<file path="src/rtl/alu_control_seq.sv">
// Registered ALU control unit: decodes dataUC/Function into an operation code
// and runs a fixed-latency busy window for MULT/DIV with a ready/valid handshake.
module alu_control_seq #(
  parameter int unsigned OP_W    = 4,
  parameter int unsigned MUL_LAT = 4,
  parameter int unsigned DIV_LAT = 8
) (
  input  logic            clk,
  input  logic            rst_n,
  input  logic            valid_in,
  input  logic [2:0]      dataUC,
  input  logic [5:0]      Function,
  input  logic            flush,
  output logic            ready_out,
  output logic [OP_W-1:0] operacion,
  output logic            op_valid,
  output logic            illegal,
  output logic            md_start,
  output logic            md_done,
  output logic            busy
);

  localparam int unsigned MAX_LAT = (MUL_LAT > DIV_LAT) ? MUL_LAT : DIV_LAT;
  localparam int unsigned CNT_W   = $clog2(MAX_LAT) + 1;

  localparam logic [CNT_W-1:0] MUL_CNT = CNT_W'(MUL_LAT - 1);
  localparam logic [CNT_W-1:0] DIV_CNT = CNT_W'(DIV_LAT - 1);

  localparam logic [OP_W-1:0] OP_ADD  = OP_W'(0);
  localparam logic [OP_W-1:0] OP_SUB  = OP_W'(1);
  localparam logic [OP_W-1:0] OP_AND  = OP_W'(2);
  localparam logic [OP_W-1:0] OP_OR   = OP_W'(3);
  localparam logic [OP_W-1:0] OP_SLT  = OP_W'(4);
  localparam logic [OP_W-1:0] OP_NOR  = OP_W'(5);
  localparam logic [OP_W-1:0] OP_XOR  = OP_W'(6);
  localparam logic [OP_W-1:0] OP_SLL  = OP_W'(7);
  localparam logic [OP_W-1:0] OP_SRL  = OP_W'(8);
  localparam logic [OP_W-1:0] OP_MULT = OP_W'(9);
  localparam logic [OP_W-1:0] OP_DIV  = OP_W'(10);
  localparam logic [OP_W-1:0] OP_MFHI = OP_W'(11);
  localparam logic [OP_W-1:0] OP_MFLO = OP_W'(12);

  typedef enum logic {
    S_IDLE,
    S_BUSY
  } state_e;

  state_e           state_q, state_d;
  logic [CNT_W-1:0] cnt_q, cnt_d;
  logic [OP_W-1:0]  op_q, op_d;
  logic             ill_q, ill_d;
  logic             opv_q, opv_d;
  logic             mds_q, mds_d;

  logic [OP_W-1:0]  dec_op;
  logic             dec_ill;
  logic             dec_mul;
  logic             dec_div;

  // Request decoder
  always_comb begin
    dec_op  = OP_ADD;
    dec_ill = 1'b0;
    dec_mul = 1'b0;
    dec_div = 1'b0;
    case (dataUC)
      3'b000: dec_op = OP_ADD;
      3'b001: dec_op = OP_SUB;
      3'b011: dec_op = OP_AND;
      3'b100: dec_op = OP_OR;
      3'b101: dec_op = OP_XOR;
      3'b111: dec_op = OP_SLT;
      3'b010: begin
        case (Function)
          6'b100000: dec_op = OP_ADD;
          6'b100010: dec_op = OP_SUB;
          6'b100100: dec_op = OP_AND;
          6'b100101: dec_op = OP_OR;
          6'b101010: dec_op = OP_SLT;
          6'b100111: dec_op = OP_NOR;
          6'b100110: dec_op = OP_XOR;
          6'b000000: dec_op = OP_SLL;
          6'b000010: dec_op = OP_SRL;
          6'b011000: begin
            dec_op  = OP_MULT;
            dec_mul = 1'b1;
          end
          6'b011010: begin
            dec_op  = OP_DIV;
            dec_div = 1'b1;
          end
          6'b010000: dec_op = OP_MFHI;
          6'b010010: dec_op = OP_MFLO;
          default:   dec_ill = 1'b1;
        endcase
      end
      default: dec_ill = 1'b1;
    endcase
  end

  assign busy      = (state_q == S_BUSY);
  assign ready_out = (state_q == S_IDLE);
  assign md_done   = busy && (cnt_q == '0);

  assign operacion = op_q;
  assign illegal   = ill_q;
  assign op_valid  = opv_q;
  assign md_start  = mds_q;

  // Flush overrides both the busy countdown and acceptance of a new request.
  always_comb begin
    state_d = state_q;
    cnt_d   = cnt_q;
    op_d    = op_q;
    ill_d   = ill_q;
    opv_d   = 1'b0;
    mds_d   = 1'b0;
    if (flush) begin
      state_d = S_IDLE;
      cnt_d   = '0;
    end else begin
      case (state_q)
        S_IDLE: begin
          if (valid_in) begin
            op_d  = dec_op;
            ill_d = dec_ill;
            opv_d = 1'b1;
            if (dec_mul || dec_div) begin
              mds_d   = 1'b1;
              state_d = S_BUSY;
              cnt_d   = dec_mul ? MUL_CNT : DIV_CNT;
            end
          end
        end
        S_BUSY: begin
          if (cnt_q == '0) begin
            state_d = S_IDLE;
          end else begin
            cnt_d = cnt_q - 1'b1;
          end
        end
        default: begin
          state_d = S_IDLE;
          cnt_d   = '0;
        end
      endcase
    end
  end

  always_ff @(posedge clk or negedge rst_n) begin
    if (!rst_n) begin
      state_q <= S_IDLE;
      cnt_q   <= '0;
      op_q    <= '0;
      ill_q   <= 1'b0;
      opv_q   <= 1'b0;
      mds_q   <= 1'b0;
    end else begin
      state_q <= state_d;
      cnt_q   <= cnt_d;
      op_q    <= op_d;
      ill_q   <= ill_d;
      opv_q   <= opv_d;
      mds_q   <= mds_d;
    end
  end

endmodule

</file>
<file path="config.mk">
export PLATFORM = sky130hd
export DESIGN_NAME = alu_control_seq
export DESIGN_NICKNAME = d
export VERILOG_FILES = /design/src/rtl/alu_control_seq.sv
export SDC_FILE = /design/constraint.sdc
export NUM_CORES = 1
export LEC_CHECK = 0
export BUFFER_PORTS_ARGS = -buffer_cell sky130_fd_sc_hd__buf_2
export CORE_MARGIN = 2
export CORE_UTILIZATION = 45
export CTS_BUF_LIST = sky130_fd_sc_hd__clkbuf_4
export CTS_CLUSTER_SIZE = 14
export DETAILED_ROUTE_END_ITERATION = 8
export HOLD_SLACK_MARGIN = 0.15
export PLACE_DENSITY = 0.69
export SLEW_MARGIN = 20
export SYNTH_ARGS = -nofsm -noshare
export SYNTH_HDL_FRONTEND = slang
export SYNTH_SLANG_ARGS = --single-unit
</file>
<file path="constraint.sdc">
create_clock -name clk -period 2.4 [get_ports clk]
set_clock_uncertainty 0.1 [all_clocks]
set_input_delay 0.48 -clock clk [delete_from_list [all_inputs] [get_ports clk]]
set_output_delay 0.48 -clock clk [all_outputs]
set_load 0.03 [all_outputs]
</file>
==> run_results.csv, run 1 <==
group,metric,value,unit
synthesis,syn_inst,106,
synthesis,synth_enable_flop_cells,0,
die,io_pins,23,
route,drc_errors,0,
grt,grt_pass1_wl,3.53,mm
synthesis,yosys_register_bits,12,
synthesis,synthArstFlopShare,100,%
worst_setup_path,cp.required,1.82,ns
route,drtIter0Drc,21,
synthesis,synth_area,902,µm²
worst_setup_path,cp_slowest_cell,"dfrtp_1",
grt,antenna_found_initial,0,
clock_network,cts_buffer_depth,2,
worst_setup_path,cp_max_fo,4,
power_and_ir_drop,p_per_area,432,nW/µm²
route,routedWlPerCell,12.2,µm
clock_network,cts-root-buf,"clkbuf_4",
route,wl_met3,75,µm
worst_setup_path,path_buf_inv,2,
placed_design,dp_hpwl,1.43,mm
route,wirelength,1.87,mm
clock_network,cts_tree,"done",
worst_setup_path,critical_path.top_delay_family,"flip-flops",
timing,max_freq,0.478,GHz
worst_setup_path,arrival,1.51,ns
timing,timing.final.crit_share,87.2,%
clock_network,hold_buffers,1,
synthesis,synth_area_leaders,"dfrtp_1, a21oi_1, o21ai_0, nor2_1, nor3_1",
route,dr_total_vias,835,
synthesis,post-synth-top-area-fraction,33.3,%
clock_network,worstSkewPairLatency,0.27,ns
worst_setup_path,critPathKind,"flip-flop to primary output",
die,die_x,48.8,µm
grt,grt-ovfl-total,0,
grt,grt_pass1_vias,764,
power_and_ir_drop,leakage,0.475,nW
die,row_count,16,
timing,layout_setup_ws,0.308,ns
synthesis,ys_types,41,
placed_design,gp_congestion,0.834,
layout,register_area,300,µm²
timing,post-route-min-period,2.09,ns
worst_setup_path,startpoint_type,"flip-flop",
grt,grt_max_degree,13,
die,core,1920,µm²
layout,antenna_cells,0,
die,die_h,48.8,µm
route,top_layer,"met4",
job,drv_cap,0,
synthesis,syn_nets,121,
worst_setup_path,cp-end-kind,"primary output",
timing,rsz0062_at_grt,"false",
power_and_ir_drop,irDropWorstVdd,286,µV
die,dieArea,2380,µm²
layout,nNetsFinal,144,
timing,slew_headroom,78.3,%
synthesis,ys_warn_count,0,
route,met2_length,832,µm
power_and_ir_drop,p_total,453,µW
clock_network,cts_resized,0,
synthesis,syn_area_per_cell,8.51,µm²
grt,grt.total_usage,18.8,%
layout,drive_above_1_share,26.0,%
route,viasPerCell,5.42,
timing,setup_tns,0,ns
timing,finalSetupViolCount,0,
clock_network,cts.htree.levels,1,
worst_setup_path,critical_path.max_stage_delay,0.41,ns
placed_design,dp_worst_setup_slack,0.587,ns
timing,slew_viol_final,0,
timing,worst_slew_pin_slew,0.325,ns
min_path,min_path_type,"input pin to flip-flop",
layout,multiInputGateArea,542,µm²
die,initial_core_util,46.9,%
synthesis,yosys.area.top_type,"dfrtp_1",
synthesis,seq_area_frac_synth,33.3,%
layout,areaGrowthSynthToFinish,16.2,%
placed_design,port_buffers,22,
route,ant_nets,0,
clock_network,clk_pin_slew_worst_paths,0.07,ns
synthesis,synthFlopType,"dfrtp_1",
worst_setup_path,crit_chain,"inv_1, ha_1, nand2b_1, nor3_1, buf_2",
route,wl_met1,935,µm
clock_network,cts_setup_buffers,0,
status,outcome,"completed",
layout,nFillCells,196,
timing,hold_viol,0,
clock_network,clock-sinks,12,
route,drtPass1Iterations,4,
clock_network,cts-buffers-inserted,3,
-- where the power goes --
group          switching [mW]  internal, mW  leakage (nW)
Sequential            0.00533         0.213         0.158
Clock                  0.0626        0.0580        0.0138
Combinational          0.0748        0.0390         0.302
Total                   0.143         0.310         0.475
-- stage by stage --
| step | cells | utilization [%] | hold WS (ns) | cell area (µm²) |
|---|---|---|---|---|
| finish | 154 | 54.6 | 0.354 | 1050 |
| global route | 154 | 54.6 | 0.358 | 1050 |
| CTS | 154 | 54.6 | 0.347 | 1050 |
| detailed placement | 150 | 52.9 | 0.274 | 1020 |
| global placement | 150 | 52.9 | 0.268 | 1020 |
| floorplan | 106 | - | 0.0844 | 902 |
-- kinds of logic (layout without fill, tap and decap cells) --
| group | count (synthesis) | after routing | synth area share (%) |
|---|---|---|---|
| adder cells (fa/ha/maj) | 2 | 2 | 2.77 |
| AND/OR/NAND/NOR | 45 | 45 | 32.0 |
| flip-flops | 12 | 12 | 33.3 |
| AO/OA/AOI/OAI | 34 | 34 | 25.2 |
| buffers and inverters | 13 | 34 | 6.66 |
-- registers in the layout, indices dropped and copies added (netlist names) --
| name | count |
|---|---|
| cnt_q | 4 |
| operacion | 4 |
| busy | 1 |
| illegal | 1 |
| md_start | 1 |
| op_valid | 1 |
-- worst paths after layout --
check,slack (ns),cells past startpoint,start,end
worst max-delay path,0.31,5,cnt_q[0],md_done
worst min-delay path,0.35,2,flush,busy
worst max register to register,0.71,6,cnt_q[0],cnt_q[2]
worst min register to register,0.38,2,operacion[1],operacion[1]
max in group asynchronous,1.47,2,rst_n,operacion[1]
min in group asynchronous,0.51,2,rst_n,cnt_q[2]
-- layer usage --
layer	vias to the layer above	track usage, %
li1	424	-
met1	386	27.5
met2	21	27.4
met3	4	3.37
met4	0	7.14
met5	-	0
-- placed cells by master, fill, tap and decap left out, types with 2 or more instances in the layout --
master     n
nor3b_1    2
o31ai_1    2
nor3_1     6
nand2_1    8
a21oi_1    8
dfrtp_1   12
a31oi_1    2
a211oi_1   2
o21ai_0    8
inv_1      8
ha_1       2
buf_2     22
nor2b_1    4
nor2_1    10
clkbuf_4   3
nand3_1    2
-- synthesized netlist by cell type, types with 2 or more instances --
| cell type | instances |
|---|---|
| o21ai_0 | 8 |
| nor2_1 | 10 |
| ha_1 | 2 |
| buf_2 | 3 |
| a21oi_1 | 8 |
| nor3_1 | 6 |
| a211oi_1 | 2 |
| nor2b_1 | 4 |
| o31ai_1 | 2 |
| inv_1 | 8 |
| dfrtp_1 | 12 |
| nand2_1 | 8 |
| nor3b_1 | 2 |
| buf_4 | 2 |
| a31oi_1 | 2 |
| nand3_1 | 2 |
-- area by class of cell --
cell class | count | area share, %
clock buffer | 3 | 2.15
sequential | 12 | 28.6
timing repair buffer | 23 | 11.5
inverter | 8 | 2.86
tap | 27 | 3.22
multi-input combinational | 81 | 51.7
No activity file was read; power rests on OpenSTA's default activity.
==> inputs of run 2 (changes only) <==
- PLACE_DENSITY: 0.69 -> 0.72
- SKIP_LAST_GASP: default -> 1
- clock period: 2.4 -> 1.9 ns (I/O delays scaled with it)
==> run 2 against run 1 <==
Utilization rose by 3.1 points. Flip-flop and latch count is the same. First-iteration DRC count down 38%. Clock-buffer cell count stayed put. Sequential power up 26%. Power up 31%. Critical path depth did not move. Clock power rose by 40%. Critical path type unchanged.
==> run_results.csv, run 2 (same netlist as run 1, synthesis figures left out) <==
group,metric,value,unit
status,outcome,"completed",
clock_network,clock-sinks,12,
worst_setup_path,cp-end-kind,"primary output",
timing,post-route-min-period,1.82,ns
worst_setup_path,arrival,1.34,ns
die,dieArea,2380,µm²
die,die_x,48.8,µm
layout,utilization,57.6,%
layout,nFillCells,219,
placed_design,gp_congestion,0.768,
grt,antenna_found_initial,0,
worst_setup_path,cp-endpoint,"md_done",
grt,gr-usage-met2,33.1,%
worst_setup_path,cp_slowest_cell,"dfrtp_1",
worst_setup_path,r2r_cells,6,
power_and_ir_drop,leakage,0.504,nW
power_and_ir_drop,p_per_area,534,nW/µm²
grt,grt.total_usage,19.0,%
timing,setup_tns,0,ns
layout,nNetsFinal,149,
job,drv_cap,0,
layout,antenna_cells,0,
power_and_ir_drop,comb_power_share,24.8,%
clock_network,worstSkewPairLatency,0.27,ns
route,drc_errors,0,
grt,grt_pass1_wl,3.54,mm
clock_network,clk_pin_slew_worst_paths,0.09,ns
clock_network,cts.htree.levels,1,
worst_setup_path,path_buf_inv,2,
timing,slew_headroom,79.7,%
worst_setup_path,crit_chain,"inv_1, ha_2, nand2b_4, nor3_2, buf_4",
die,die_h,48.8,µm
worst_setup_path,r2r_start,"cnt_q[1]",
worst_setup_path,critPathKind,"flip-flop to primary output",
worst_setup_path,crit_cells,5,
grt,top_usage_layer,"met2",
grt,grt_max_degree,13,
die,initial_core_util,46.9,%
worst_setup_path,reg2reg_slack,0.22,ns
grt,met3_usage,4.29,%
clock_network,cts_tree,"done",
power_and_ir_drop,p_int,396,µW
min_path,min_path_type,"input pin to flip-flop",
worst_setup_path,crit_start,"cnt_q[1]",
timing,worst_slew_pin_slew,0.304,ns
timing,hold_ws,0.245,ns
worst_setup_path,critical_path.max_stage_delay,0.39,ns
clock_network,cts_buffer_depth,2,
worst_setup_path,critical_path.top_delay_family,"flip-flops",
die,row_count,16,
power_and_ir_drop,irDropWorstVdd,323,µV
route,viasPerCell,5.51,
power_and_ir_drop,power_frac_seq,46.6,%
clock_network,cts-buffers-inserted,3,
route,ant_nets,0,
route,wirelength,2.11,mm
layout,drive_above_1_share,31.6,%
power_and_ir_drop,power.switching,195,µW
placed_design,port_buffers,22,
timing,max_freq,0.550,GHz
layout,layout_commonest_cell,"buf_2",
layout,layout_common_cells,"buf_2, dfrtp_1, nor2_1",
die,core,1920,µm²
worst_setup_path,cp_max_fo,3,
placed_design,dp_hpwl,1.58,mm
route,drtIter0Drc,13,
power_and_ir_drop,p_clk_share,28.6,%
clock_network,cts-root-buf,"clkbuf_4",
timing,slew_viol_final,0,
route,routedWlPerCell,13.2,µm
route,dr_total_vias,882,
timing,hold_viol,0,
power_and_ir_drop,p_sw_share,33.1,%
layout,areaGrowthSynthToFinish,22.7,%
grt,grt-ovfl-total,0,
timing,timing.final.crit_share,95.8,%
worst_setup_path,startpoint_type,"flip-flop",
route,drtPass1Iterations,4,
grt,met1_usage,23.9,%
worst_setup_path,rr_endpoint,"cnt_q[2]",
die,io_pins,23,
worst_setup_path,cp.required,1.42,ns
grt,grt_pass1_vias,796,
timing,finalSetupViolCount,0,
[run 2: area by class of cell]
class                           count  area (µm²)  share of cell area, %
Sequential cell                    12         300                   27.1
Inverter                            8        30.0                   2.71
Timing Repair Buffer               28         160                   14.5
Clock buffer                        3        22.5                   2.03
Clock inverter                      1        3.75                  0.339
Tap cell                           27        33.8                   3.05
Multi-Input combinational cell     81         557                   50.3
[run 2: how the worst min path moves through the flow]
stage	startpoint	end	slack, ns	depth (start not counted)
2_1_floorplan	rst_n	busy	-0.02	0
3_3_place_gp	rst_n	illegal	0.17	1
3_5_place_dp	rst_n	illegal	0.18	1
4_1_cts	flush	busy	0.25	2
5_1_grt	flush	busy	0.25	2
6_report	flush	busy	0.25	2
[run 2: timing repair]
item                                    4_1_cts  5_1_grt
pin swaps                                     1        1
hold buffers                                  1        0
resized for setup                             1        3
endpoints found under the setup margin        1        1
hold endpoints to repair                     12        0
buffers inserted                              2        2
[run 2: layer usage]
layer | part of all wire [%] | vias up
li1 | - | 440
met1 | 43 | 411
met2 | 51 | 29
met3 | 5.4 | 2
met4 | 0.33 | 0
met5 | 0 | -
[run 2: power groups by stage]
stage	logic, mW	clock network (mW)	registers [mW]
after detailed placement	0.144	0	0.281
after floorplan	0.0656	0	0.310
after global routing	0.160	0.186	0.277
final	0.146	0.169	0.275
after CTS	0.146	0.172	0.276
after global placement	0.143	0	0.280
[run 2: through the flow]
| stage | instances | instance area, µm² | setup WS, ns | power [mW] |
|---|---|---|---|---|
| global placement | 151 | 1030 | 0.227 | 0.423 |
| detailed placement | 151 | 1030 | 0.160 | 0.425 |
| global route | 160 | 1110 | -0.00909 | 0.623 |
| finish | 160 | 1110 | 0.0805 | 0.591 |
| CTS | 158 | 1080 | 0.0202 | 0.595 |
| floorplan | 106 | 907 | 0.0141 | 0.375 |
